==> src/rtl/mips_pkg.sv <==
// mips_pkg: shared encodings and helpers for the pipeline hazard controller
package mips_pkg;
    localparam logic [1:0] FWD_RF  = 2'b00;
    localparam logic [1:0] FWD_WB  = 2'b01;
    localparam logic [1:0] FWD_MEM = 2'b10;

    typedef enum logic {IDLE = 1'b0, BUSY = 1'b1} md_state_t;

    // A live writer in a later stage produces register s; $zero never matches.
    function automatic logic reg_match(input logic [4:0] s, input logic valid,
                                       input logic wr, input logic [4:0] rd);
        return valid & wr & (rd != 5'd0) & (rd == s);
    endfunction
endpackage

==> src/rtl/muldiv_tracker.sv <==
// muldiv_tracker: IDLE/BUSY tracker for the multi-cycle mult/div unit
//   clk, reset       clock, asynchronous active-high reset
//   muldiv_start_ex  mult/div issued in EX this cycle
//   muldiv_busy      mult/div in flight (rises the cycle after start)
module muldiv_tracker
    import mips_pkg::*;
#(
    parameter int MULDIV_LAT = 32,
    parameter int CNT_W      = 6
) (
    input  logic clk,
    input  logic reset,
    input  logic muldiv_start_ex,
    output logic muldiv_busy
);
    md_state_t        state;
    logic [CNT_W-1:0] cnt;

    always_ff @(posedge clk or posedge reset) begin
        if (reset) begin
            state <= IDLE;
            cnt   <= '0;
        end else if (state == IDLE) begin
            if (muldiv_start_ex) begin
                state <= BUSY;
                cnt   <= CNT_W'(MULDIV_LAT - 1);
            end
        end else begin
            cnt   <= cnt - CNT_W'(1);
            state <= (cnt == CNT_W'(1)) ? IDLE : BUSY;
        end
    end

    assign muldiv_busy = (state == BUSY);

    // A new op issued while one is in flight is dropped; the stall logic must prevent it.
    assert property (@(posedge clk) disable iff (reset) !(muldiv_start_ex && state == BUSY));
endmodule

==> src/rtl/hazard_ctrl.sv <==
// hazard_ctrl: stall, squash and forwarding control for the 5-stage pipeline
//   clk, reset                     clock, asynchronous active-high reset
//   rs_id, rt_id, branch_id,       ID instruction sources and class
//   hilo_rd_id, muldiv_id, branch_taken_id
//   rs_ex, rt_ex                   EX instruction sources
//   valid_*, reg_wr_*, rd_*,       per-stage writer information (EX/MEM/WB)
//   mem_to_reg_ex/_mem
//   muldiv_start_ex                mult/div issued in EX
//   stall_if, stall_id, clr_id, clr_ex   pipe register control
//   fwd_a_ex, fwd_b_ex             EX operand source (FWD_RF/FWD_WB/FWD_MEM)
//   fwd_a_id, fwd_b_id             ID compare operand from MEM alu result
//   muldiv_busy                    mult/div in flight
module hazard_ctrl
    import mips_pkg::*;
#(
    parameter int MULDIV_LAT = 32,
    parameter int CNT_W      = 6
) (
    input  logic       clk,
    input  logic       reset,
    input  logic [4:0] rs_id,
    input  logic [4:0] rt_id,
    input  logic       branch_id,
    input  logic       hilo_rd_id,
    input  logic       muldiv_id,
    input  logic       branch_taken_id,
    input  logic [4:0] rs_ex,
    input  logic [4:0] rt_ex,
    input  logic       valid_ex,
    input  logic       valid_mem,
    input  logic       valid_wb,
    input  logic       reg_wr_ex,
    input  logic       reg_wr_mem,
    input  logic       reg_wr_wb,
    input  logic       mem_to_reg_ex,
    input  logic       mem_to_reg_mem,
    input  logic [4:0] rd_ex,
    input  logic [4:0] rd_mem,
    input  logic [4:0] rd_wb,
    input  logic       muldiv_start_ex,
    output logic       stall_if,
    output logic       stall_id,
    output logic       clr_id,
    output logic       clr_ex,
    output logic [1:0] fwd_a_ex,
    output logic [1:0] fwd_b_ex,
    output logic       fwd_a_id,
    output logic       fwd_b_id,
    output logic       muldiv_busy
);
    logic busy;

    muldiv_tracker #(.MULDIV_LAT(MULDIV_LAT), .CNT_W(CNT_W)) u_tracker (
        .clk             (clk),
        .reset           (reset),
        .muldiv_start_ex (muldiv_start_ex),
        .muldiv_busy     (busy)
    );

    logic rs_ex_mem, rt_ex_mem, rs_ex_wb, rt_ex_wb;
    logic rs_id_ex, rt_id_ex, rs_id_mem, rt_id_mem;
    logic id_dep_ex, id_dep_mem;
    logic lw_stall, br_stall, md_stall, stall;
    logic [1:0] fa, fb;

    assign rs_ex_mem = reg_match(rs_ex, valid_mem, reg_wr_mem, rd_mem);
    assign rt_ex_mem = reg_match(rt_ex, valid_mem, reg_wr_mem, rd_mem);
    assign rs_ex_wb  = reg_match(rs_ex, valid_wb, reg_wr_wb, rd_wb);
    assign rt_ex_wb  = reg_match(rt_ex, valid_wb, reg_wr_wb, rd_wb);
    assign rs_id_ex  = reg_match(rs_id, valid_ex, reg_wr_ex, rd_ex);
    assign rt_id_ex  = reg_match(rt_id, valid_ex, reg_wr_ex, rd_ex);
    assign rs_id_mem = reg_match(rs_id, valid_mem, reg_wr_mem, rd_mem);
    assign rt_id_mem = reg_match(rt_id, valid_mem, reg_wr_mem, rd_mem);

    assign id_dep_ex  = rs_id_ex | rt_id_ex;
    assign id_dep_mem = rs_id_mem | rt_id_mem;

    // A load in MEM has no alu result to forward; its data arrives from WB next cycle.
    assign fa = (rs_ex_mem & !mem_to_reg_mem) ? FWD_MEM : rs_ex_wb ? FWD_WB : FWD_RF;
    assign fb = (rt_ex_mem & !mem_to_reg_mem) ? FWD_MEM : rt_ex_wb ? FWD_WB : FWD_RF;

    assign lw_stall = id_dep_ex & mem_to_reg_ex;
    assign br_stall = branch_id & (id_dep_ex | (id_dep_mem & mem_to_reg_mem));
    // busy rises a cycle after start, so the start cycle itself is covered here.
    assign md_stall = (hilo_rd_id | muldiv_id) & (busy | muldiv_start_ex);
    assign stall    = lw_stall | br_stall | md_stall;

    assign stall_if    = !reset & stall;
    assign stall_id    = !reset & stall;
    assign clr_ex      = !reset & stall;
    assign clr_id      = !reset & branch_taken_id & !stall;
    assign fwd_a_ex    = reset ? FWD_RF : fa;
    assign fwd_b_ex    = reset ? FWD_RF : fb;
    assign fwd_a_id    = !reset & rs_id_mem & !mem_to_reg_mem;
    assign fwd_b_id    = !reset & rt_id_mem & !mem_to_reg_mem;
    assign muldiv_busy = !reset & busy;
endmodule

==> config.mk <==
export PLATFORM = sky130hd
export DESIGN_NAME = hazard_ctrl
export DESIGN_NICKNAME = d
export VERILOG_FILES = /design/src/rtl/mips_pkg.sv /design/src/rtl/muldiv_tracker.sv /design/src/rtl/hazard_ctrl.sv
export SDC_FILE = /design/constraint.sdc
export NUM_CORES = 1
export LEC_CHECK = 0
export BUFFER_PORTS_ARGS = -buffer_cell sky130_fd_sc_hd__buf_2
export CAP_MARGIN = 5
export CORE_ASPECT_RATIO = 1.4
export CORE_MARGIN = 2
export CORE_UTILIZATION = 45
export CTS_CLUSTER_DIAMETER = 100
export DETAILED_ROUTE_END_ITERATION = 7
export PLACE_DENSITY = 0.82
export SKIP_CTS_REPAIR_TIMING = 1
export SYNTH_ARGS = -nofsm -noshare
export SYNTH_HDL_FRONTEND = slang
export SYNTH_HIERARCHICAL = 1
export SYNTH_SLANG_ARGS = --single-unit
==> constraint.sdc <==
create_clock -name clk -period 2.4 [get_ports clk]
set_input_delay 0.24 -clock clk [delete_from_list [all_inputs] [get_ports clk]]
set_output_delay 0.24 -clock clk [all_outputs]
set_load 0.02 [all_outputs]
Word level (Yosys, flattened, before mapping)
Index checks and enable logic that the tools add are counted.

storage, ports and cells
  input bits = 50
  bits in registers = 7
  logic and storage cells = 65

operators by class
  reductions and logical operators = 7
  mux-type cells = 11
  add/sub/neg operators = 1
  equal/unequal tests = 9
  bitwise operators = 35

operator list
  cell                   number
  $eq A5 B5 Y1           8
  $and A1 B1 Y1          28
  $reduce_bool A5 Y1     3
  $mux W6                2
  $mux W2                4
  $or A1 B1 Y1           7
  $eq A6 B1 Y1 const B   1
  $sub A6 B1 Y6 const B  1
  $mux W1                5
  $logic_not A1 Y1       3
  $reduce_bool A2 Y1     1

Logic depth before layout (Yosys ltp)
Gate-level depths: netlist (run 1).

  depth after elaboration = 11
  gate-level depth with buffers = 8

By module
The synthesis (run 1) kept the hierarchy.

modules (own cells, without submodules)
  module          seq. area each (um^2)  times used  area each (um^2)  cells an instance
  hazard_ctrl     0.0                    1           681.9             89
  muldiv_tracker  175.2                  1           374.1             35

Least setup slack after synthesis (run 1)
Ideal clock, no wire load.

  path kind = input to output
  start = input port rd_mem[2]
  end = output port stall_id
  arrival = 2.023 ns
  path buffers = 2
  stages on the path = 8
  path slack = 0.137 ns
  cell sequence = clkbuf_1 xor2_1 nor3_1 nand3_1 nand2_1 a31oi_1 a221oi_1 buf_4

between the ends
  cells in the longest elaborated chain, start to end = 10

RTL lines
  item                         line               RTL
  from (decl)                  hazard_ctrl.sv:38  input logic [4:0] rd_mem,
  $reduce_bool A5 Y1           mips_pkg.sv:12     return valid & wr & (rd != 5'd0) & (rd == s);
  $and A1 B1 Y1 (2 in a row)   mips_pkg.sv:12
  $or A1 B1 Y1 *               hazard_ctrl.sv:76  assign id_dep_mem = rs_id_mem | rt_id_mem;
  $and A1 B1 Y1 *              hazard_ctrl.sv:83  assign br_stall = branch_id & (id_dep_ex | (id_dep_mem & mem_to_reg_mem));
  $or A1 B1 Y1 *               hazard_ctrl.sv:83
  $and A1 B1 Y1 *              hazard_ctrl.sv:83
  $or A1 B1 Y1 * (2 in a row)  hazard_ctrl.sv:86  assign stall = lw_stall | br_stall | md_stall;
  $and A1 B1 Y1 *              -
  to (decl)                    hazard_ctrl.sv:42  output logic stall_id,

Every way passes the cells marked *; elsewhere a longest branch is shown, timed or not.

Worst setup path in the final report (run 1)
  start = input port rd_ex[2]
  end = output port stall_id

between the ends
  cells in the longest elaborated chain, start to end = 9

RTL lines
  item                         line               RTL
  from (decl)                  hazard_ctrl.sv:37  input logic [4:0] rd_ex,
  $reduce_bool A5 Y1           mips_pkg.sv:12
  $and A1 B1 Y1 (2 in a row)   mips_pkg.sv:12
  $or A1 B1 Y1 *               hazard_ctrl.sv:75  assign id_dep_ex = rs_id_ex | rt_id_ex;
  $or A1 B1 Y1                 hazard_ctrl.sv:83
  $and A1 B1 Y1                hazard_ctrl.sv:83
  $or A1 B1 Y1 * (2 in a row)  hazard_ctrl.sv:86
  $and A1 B1 Y1 *              hazard_ctrl.sv:89  assign stall_id = !reset & stall;

Marks and branches as above.

==> results.json, run 1 <==
{
  "status": "finished clean",
  "grt_max_degree": 14,
  "dieArea_mm2": 0.002756,
  "design.core.area_mm2": 0.002202,
  "n_antenna_cell": 0,
  "fillerInstances": 206,
  "clk_pin_slew_worst_paths_ps": 60,
  "crit_top_cell": "buf_2",
  "grt_pass1_wl_um": 4554,
  "finalCritPeriodShare_pct": 87.42,
  "min-delay-path-class": "input port to asynchronous set/reset pin",
  "r2r-start": "u_tracker/cnt[0]$_DFFE_PP0P_",
  "syn_to_final_growth_pct": 28.08,
  "drive_gt1_share_pct": 40.00,
  "clkPwrFrac_pct": 15.6,
  "clockBufferDepth": 2,
  "pin_count": 61,
  "drt-total-wl_um": 2898,
  "wl_per_cell_um": 14.35,
  "critPathTopFamily": "compound AO/OA/AOI/OAI gates",
  "worstRegToRegCells": 5,
  "whs_ps": 2.965,
  "cts.sinks": 7,
  "placed_cells": 198,
  "rows": 20,
  "fmax_mhz": 476.6,
  "die_h_um": 61.32,
  "synthCells": 124,
  "maxSlewViolCount": 0,
  "tns_ps": 0,
  "internal-power_mw": 0.4108,
  "cts_tree": "done",
  "final_area_mm2": 0.001353,
  "numCtsBuffers": 3,
  "track_usage_pct": 21.89,
  "insertion_delay_ps": 260,
  "combPwrFrac_pct": 48.6,
  "dr.pass1.iters": 4,
  "r2r_slack_ps": 1080,
  "required_ps": 2160,
  "drcViolationCount": 0,
  "post-synth-top-area-fraction_pct": 17.42,
  "syn_area_mm2": 0.001056,
  "async_reset_ff_share_pct": 100.0,
  "via_per_inst": 5.550,
  "syn_nets": 176,
  "cts_root_buf": "clkbuf_4",
  "vias": 1121,
  "hold_violations": 0,
  "synth-seq-cells": 7,
  "power.density_mw_per_mm2": 516.8,
  "critPathMaxStageDelay_ps": 410,
  "antenna_found_initial": 0,
  "dieWidth_um": 44.94,
  "critPathKind": "input port to output pin",
  "start_util_pct": 47.95,
  "ys_types": 36,
  "ir_drop_v": 0.0004699,
  "setup_viol": 0,
  "seqPwrFrac_pct": 35.8,
  "drv_cap": 0,
  "leakagePower_nw": 0.6318,
  "cp-end-kind": "output pin",
  "cp-start-kind": "input port",
  "post_dp_cell_area_mm2": 0.001326,
  "synth_common_cells": "xnor2_1, xor2_1, nor3_1, dfrtp_1, nand3_1",
  "synth.most_common_cell": "xnor2_1",
  "clock_skew_ps": 6.804,
  "ys_warn_count": 6,
  "final_util_pct": 61.42,
  "dpl.hpwl_um": 2456,
  "pre_cts_ws_ps": 292.3,
  "critical_path.cell_chain": "buf_2 -> xor2_1 -> nor3_1 -> nand3_1 -> a211oi_2 -> a31oi_1 -> a221oi_1 -> buf_2",
  "maxSlewHeadroom_pct": 74.52,
  "grt-ovfl-total": 0,
  "cp.arrival_ps": 1860,
  "layout.nets": 233,
  "synth-edff-count": 0,
  "sw_frac_of_total_pct": 41.23,
  "htreeDepth": 1,
  "drtIter0Drc": 32,
  "synth_area_leaders": "xnor2_1, dfrtp_1, xor2_1",
  "setup_slack_ps": 301.9,
  "first_global_vias": 1113,
  "cp_num_buf_inv": 2,
  "layout.cells.non_filler": 202,
  "cp_max_fo": 3,
  "r2r_end": "u_tracker/cnt[4]$_DFFE_PP0P_",
  "portBuffers": 60,
  "fin_crit_ps": 2098,
  "avgSynthCellArea_um2": 8.516,
  "synth_area_leader_cell": "xnor2_1",
  "switching_power_mw": 0.2882,
  "ys.flop_type": "dfrtp_1",
  "worst_pin_slew_ps": 382.2,
  "yosysSeqAreaShare_pct": 16.59,
  "power.total_mw": 0.6990,
  "rsz0062_at_grt": "false",
  "crit_slowest_cell": "a221oi_1",
  "ant_nets": 0,
  "place_congestion": 0.8390
}
## layout by cell type, fill, tap and decap left out, types with 3 or more instances in the layout
master and instances:
inv_1 6, nand3_1 7, buf_2 60, nor2_1 3, or4_1 3, xor2_1 20
nand2_1 5, nor3_1 12, a21oi_1 5, xnor2_1 21, dfrtp_1 7, clkbuf_4 3
## routing by layer
metal | vias up | track usage (%) | wire length [um] | part of all wire (%)
li1 | 544 | - | - | -
met1 | 523 | 20.98 | 1035 | 36
met3 | 5 | 2.639 | 173 | 6.0
met2 | 49 | 45.31 | 1655 | 57
met4 | 0 | 7.983 | 34 | 1.2
met5 | - | 0 | 0 | 0
## power groups by stage
stage | Combinational [mW] | Clock (mW) | Sequential, mW
2_1_floorplan | 0.251 | 0 | 0.232
3_3_place_gp | 0.322 | 0 | 0.247
3_5_place_dp | 0.339 | 0 | 0.250
4_1_cts | 0.341 | 0.114 | 0.248
5_1_grt | 0.376 | 0.115 | 0.261
6_report | 0.339 | 0.109 | 0.250
## sequential cells by signal, summed over array words and instances, names as in the netlist
| register | flops |
|---|---|
| u_tracker/cnt | 6 |
| u_tracker/muldiv_busy | 1 |
## cell families after synthesis
| logic type | Yosys count | synth area share, % |
|---|---|---|
| AO/OA/AOI/OAI | 15 | 11.26 |
| XOR/XNOR | 41 | 34.01 |
| adder cells (fa/ha/maj) | 2 | 2.369 |
| buffers and inverters | 14 | 7.582 |
| flip-flops | 7 | 16.59 |
| multiplexers | 3 | 2.962 |
| AND/OR/NAND/NOR | 42 | 25.24 |
## layout make-up
type                    instances  area (um2)  share of cell area, %
multi-input cells             103       800.8                  59.20
flip-flops and latches          7       175.2                  12.95
well taps                      22       27.53                  2.035
repair buffers                 60       300.3                  22.20
inverters                       6       22.52                  1.665
clock buffers                   4       26.28                  1.943
## worst reg2reg max path, cell delays in order (launching register included)
cell and delay (ps):
dfrtp_1 440, inv_1 80, ha_1 190, nor3b_1 240
xnor2_1 150, a21oi_1 80
## worst max path at each step
stage          startpoint  endpoint  slack, ps  depth (start not counted)
3_3_place_gp     rd_ex[2]    clr_ex        410                          8
3_5_place_dp     rd_ex[2]  stall_id        290                          8
2_1_floorplan   rd_mem[2]  stall_id        140                          8
4_1_cts          rd_ex[2]  stall_id        290                          8
5_1_grt          rd_ex[2]  stall_id        170                          8
6_report         rd_ex[2]  stall_id        300                          8
Note: power is estimated with default switching activity, not from simulation.
==> run 2: changes to the inputs <==
--- a/config.mk
+++ b/config.mk
@@ -5,6 +5,7 @@
 export SDC_FILE = /design/constraint.sdc
 export NUM_CORES = 1
 export LEC_CHECK = 0
+export ABC_AREA = 1
 export BUFFER_PORTS_ARGS = -buffer_cell sky130_fd_sc_hd__buf_2
 export CAP_MARGIN = 5
 export CORE_ASPECT_RATIO = 1.4
@@ -12,7 +13,7 @@
 export CORE_UTILIZATION = 45
 export CTS_CLUSTER_DIAMETER = 100
 export DETAILED_ROUTE_END_ITERATION = 7
-export PLACE_DENSITY = 0.82
+export PLACE_DENSITY = 0.81
 export SKIP_CTS_REPAIR_TIMING = 1
 export SYNTH_ARGS = -nofsm -noshare
 export SYNTH_HDL_FRONTEND = slang
==> results.json, run 2 <==
{
  "synth_area_leader_cell": "dfrtp_1",
  "syn_to_final_growth_pct": 29.14,
  "track_usage_pct": 23.67,
  "final_cell_mix": "buf_2, nand2_1, inv_1, nor2_1, xor2_1",
  "htreeDepth": 1,
  "crit_top_cell": "nand2_1",
  "cts.sinks": 7,
  "required_ps": 2160,
  "maxSlewViolCount": 0,
  "grt_pass1_wl_um": 5285,
  "antenna_found_initial": 0,
  "multi_input_area_um2": 795.8,
  "place_congestion": 0.8708,
  "r2r-start": "u_tracker/cnt[0]$_DFFE_PP0P_",
  "layout.nets": 297,
  "leakagePower_nw": 0.8421,
  "design.core.area_mm2": 0.002391,
  "cp.arrival_ps": 1420,
  "drcViolationCount": 0,
  "dr.pass1.iters": 4,
  "synthCells": 185,
  "cts_root_buf": "clkbuf_4",
  "status": "finished clean",
  "async_reset_ff_share_pct": 100.0,
  "dieArea_mm2": 0.002921,
  "numCtsBuffers": 3,
  "first_global_vias": 1382,
  "dpl.hpwl_um": 2727,
  "clock_skew_ps": 8.693,
  "power.density_mw_per_mm2": 519.1,
  "portBuffers": 60,
  "synth_common_cells": "nand2_1, inv_1, nor2_1, xor2_1, nand3_1",
  "synth-edff-count": 0,
  "yosysSeqAreaShare_pct": 15.57,
  "hold_violations": 0,
  "critPathMaxStageDelay_ps": 200,
  "ant_nets": 0,
  "largest_reg_flops": 6,
  "setup_viol": 0,
  "tns_ps": 0,
  "top_register": "u_tracker/cnt",
  "syn_nets": 237,
  "synth-seq-cells": 7,
  "r2r_end": "u_tracker/cnt[1]$_DFFE_PP0P_",
  "rows": 21,
  "drv_cap": 0,
  "clk_pin_slew_worst_paths_ps": 60,
  "drtIter0Drc": 22,
  "final_util_pct": 60.75,
  "syn_area_mm2": 0.001125,
  "ys_warn_count": 6,
  "synth_area_leaders": "dfrtp_1, nand2_1, xor2_1",
  "clockBufferDepth": 2,
  "cp-start-kind": "input port",
  "cts_tree": "done",
  "pin_count": 61,
  "ys.flop_type": "dfrtp_1",
  "critical_path.cell_chain": "buf_2 -> xnor2_1 -> nand2_1 -> nor2_1 -> nand3_1 -> nand2_1 -> nand2_1 -> nand2_1 -> nand2_1 -> a21oi_1 -> buf_2",
  "maxSlewHeadroom_pct": 79.71,
  "critPathTopFamily": "simple AND/OR/NAND/NOR gates",
  "insertion_delay_ps": 250,
  "rsz0062_at_grt": "false",
  "fmax_mhz": 601.9,
  "fillerInstances": 258,
  "dieWidth_um": 46.26,
  "cp_max_fo": 5,
  "final_common_cell": "buf_2",
  "synth.most_common_cell": "nand2_1",
  "via_per_inst": 4.960,
  "worst_pin_slew_ps": 304.0,
  "ir_drop_v": 0.0005142,
  "n_antenna_cell": 0,
  "min-delay-path-class": "input port to asynchronous set/reset pin",
  "vias": 1379,
  "r2r_slack_ps": 1350,
  "start_util_pct": 47.04,
  "wl_per_cell_um": 11.35,
  "seq_area_um2": 175.2,
  "grt_max_degree": 10,
  "die_h_um": 63.16,
  "post-synth-top-area-fraction_pct": 15.57,
  "fin_crit_ps": 1661,
  "avgSynthCellArea_um2": 6.080,
  "drt-total-wl_um": 3154,
  "cp-end-kind": "output pin",
  "finalCritPeriodShare_pct": 69.23,
  "crit_slowest_cell": "buf_2",
  "whs_ps": 3.470,
  "grt-ovfl-total": 0,
  "drive_gt1_share_pct": 29.51,
  "cp_num_buf_inv": 2,
  "ys_types": 27,
  "worstRegToRegCells": 3,
  "critPathKind": "input port to output pin"
}
## run 2: cell count changes in the layout (fill, tap and decap cells not counted), moves of 5 or more
cell     delta
xor2_1      -6
nand3_1     +5
nand2_1    +37
inv_1      +20
xnor2_1    -10
nor3_1      -8
nor2_1     +23
## run 2: report_power, final
group          leakage [nW]  switching [mW]  internal [mW]
combinational         0.748           0.254          0.170
clock                0.0150          0.0452         0.0636
sequential           0.0793          0.0462          0.175
## run 2: worst reg2reg max path: stages (launching register included)
cell and delay [ps]:
dfrtp_1 420, inv_1 80, ha_1 300, a22oi_1 170
## run 2: logic make-up after synthesis
group	after synthesis	share of synthesized area (%)
AND/OR/NAND/NOR	97	38.38
flip-flops	7	15.57
adder cells (fa/ha/maj)	2	2.224
AO/OA/AOI/OAI	19	10.68
XOR/XNOR	25	19.47
buffers and inverters	35	13.68
## run 2: worst max path at each step
stage / to / from / slack, ps / depth (start not counted)
finish: stall_if / rd_mem[0] / 740 / 11
global route: stall_if / rd_ex[1] / 570 / 12
CTS: stall_if / rd_mem[0] / 720 / 11
detailed placement: stall_if / rd_mem[0] / 730 / 11
global placement: clr_ex / rd_mem[1] / 750 / 13
floorplan: stall_id / rd_mem[4] / 610 / 10
## run 2: final cells by class
type / instances / share of cell area (%)
clock buffers: 4 / 1.809
inverters: 30 / 7.752
multi-input cells: 143 / 54.78
flip-flops and latches: 7 / 12.06
well taps: 34 / 2.929
repair buffers: 60 / 20.67
## run 2: stage by stage
stage	instance area (um2)	power, mW	worst slack [ps]	instances
2_1_floorplan	1125	0.5137	612.4	185
3_3_place_gp	1426	0.6301	754.6	274
3_5_place_dp	1426	0.6438	726.9	274
4_1_cts	1453	0.7555	724.1	278
5_1_grt	1453	0.8393	570.3	278
6_report	1453	0.7540	738.5	278
## run 2: routing by layer
layer	track usage (%)	vias to the layer above	share of wire, %
li1	-	705	-
met2	43.75	50	54
met3	2.006	4	5.2
met5	0	-	0
met1	25.04	620	40
met4	10.36	0	0.86
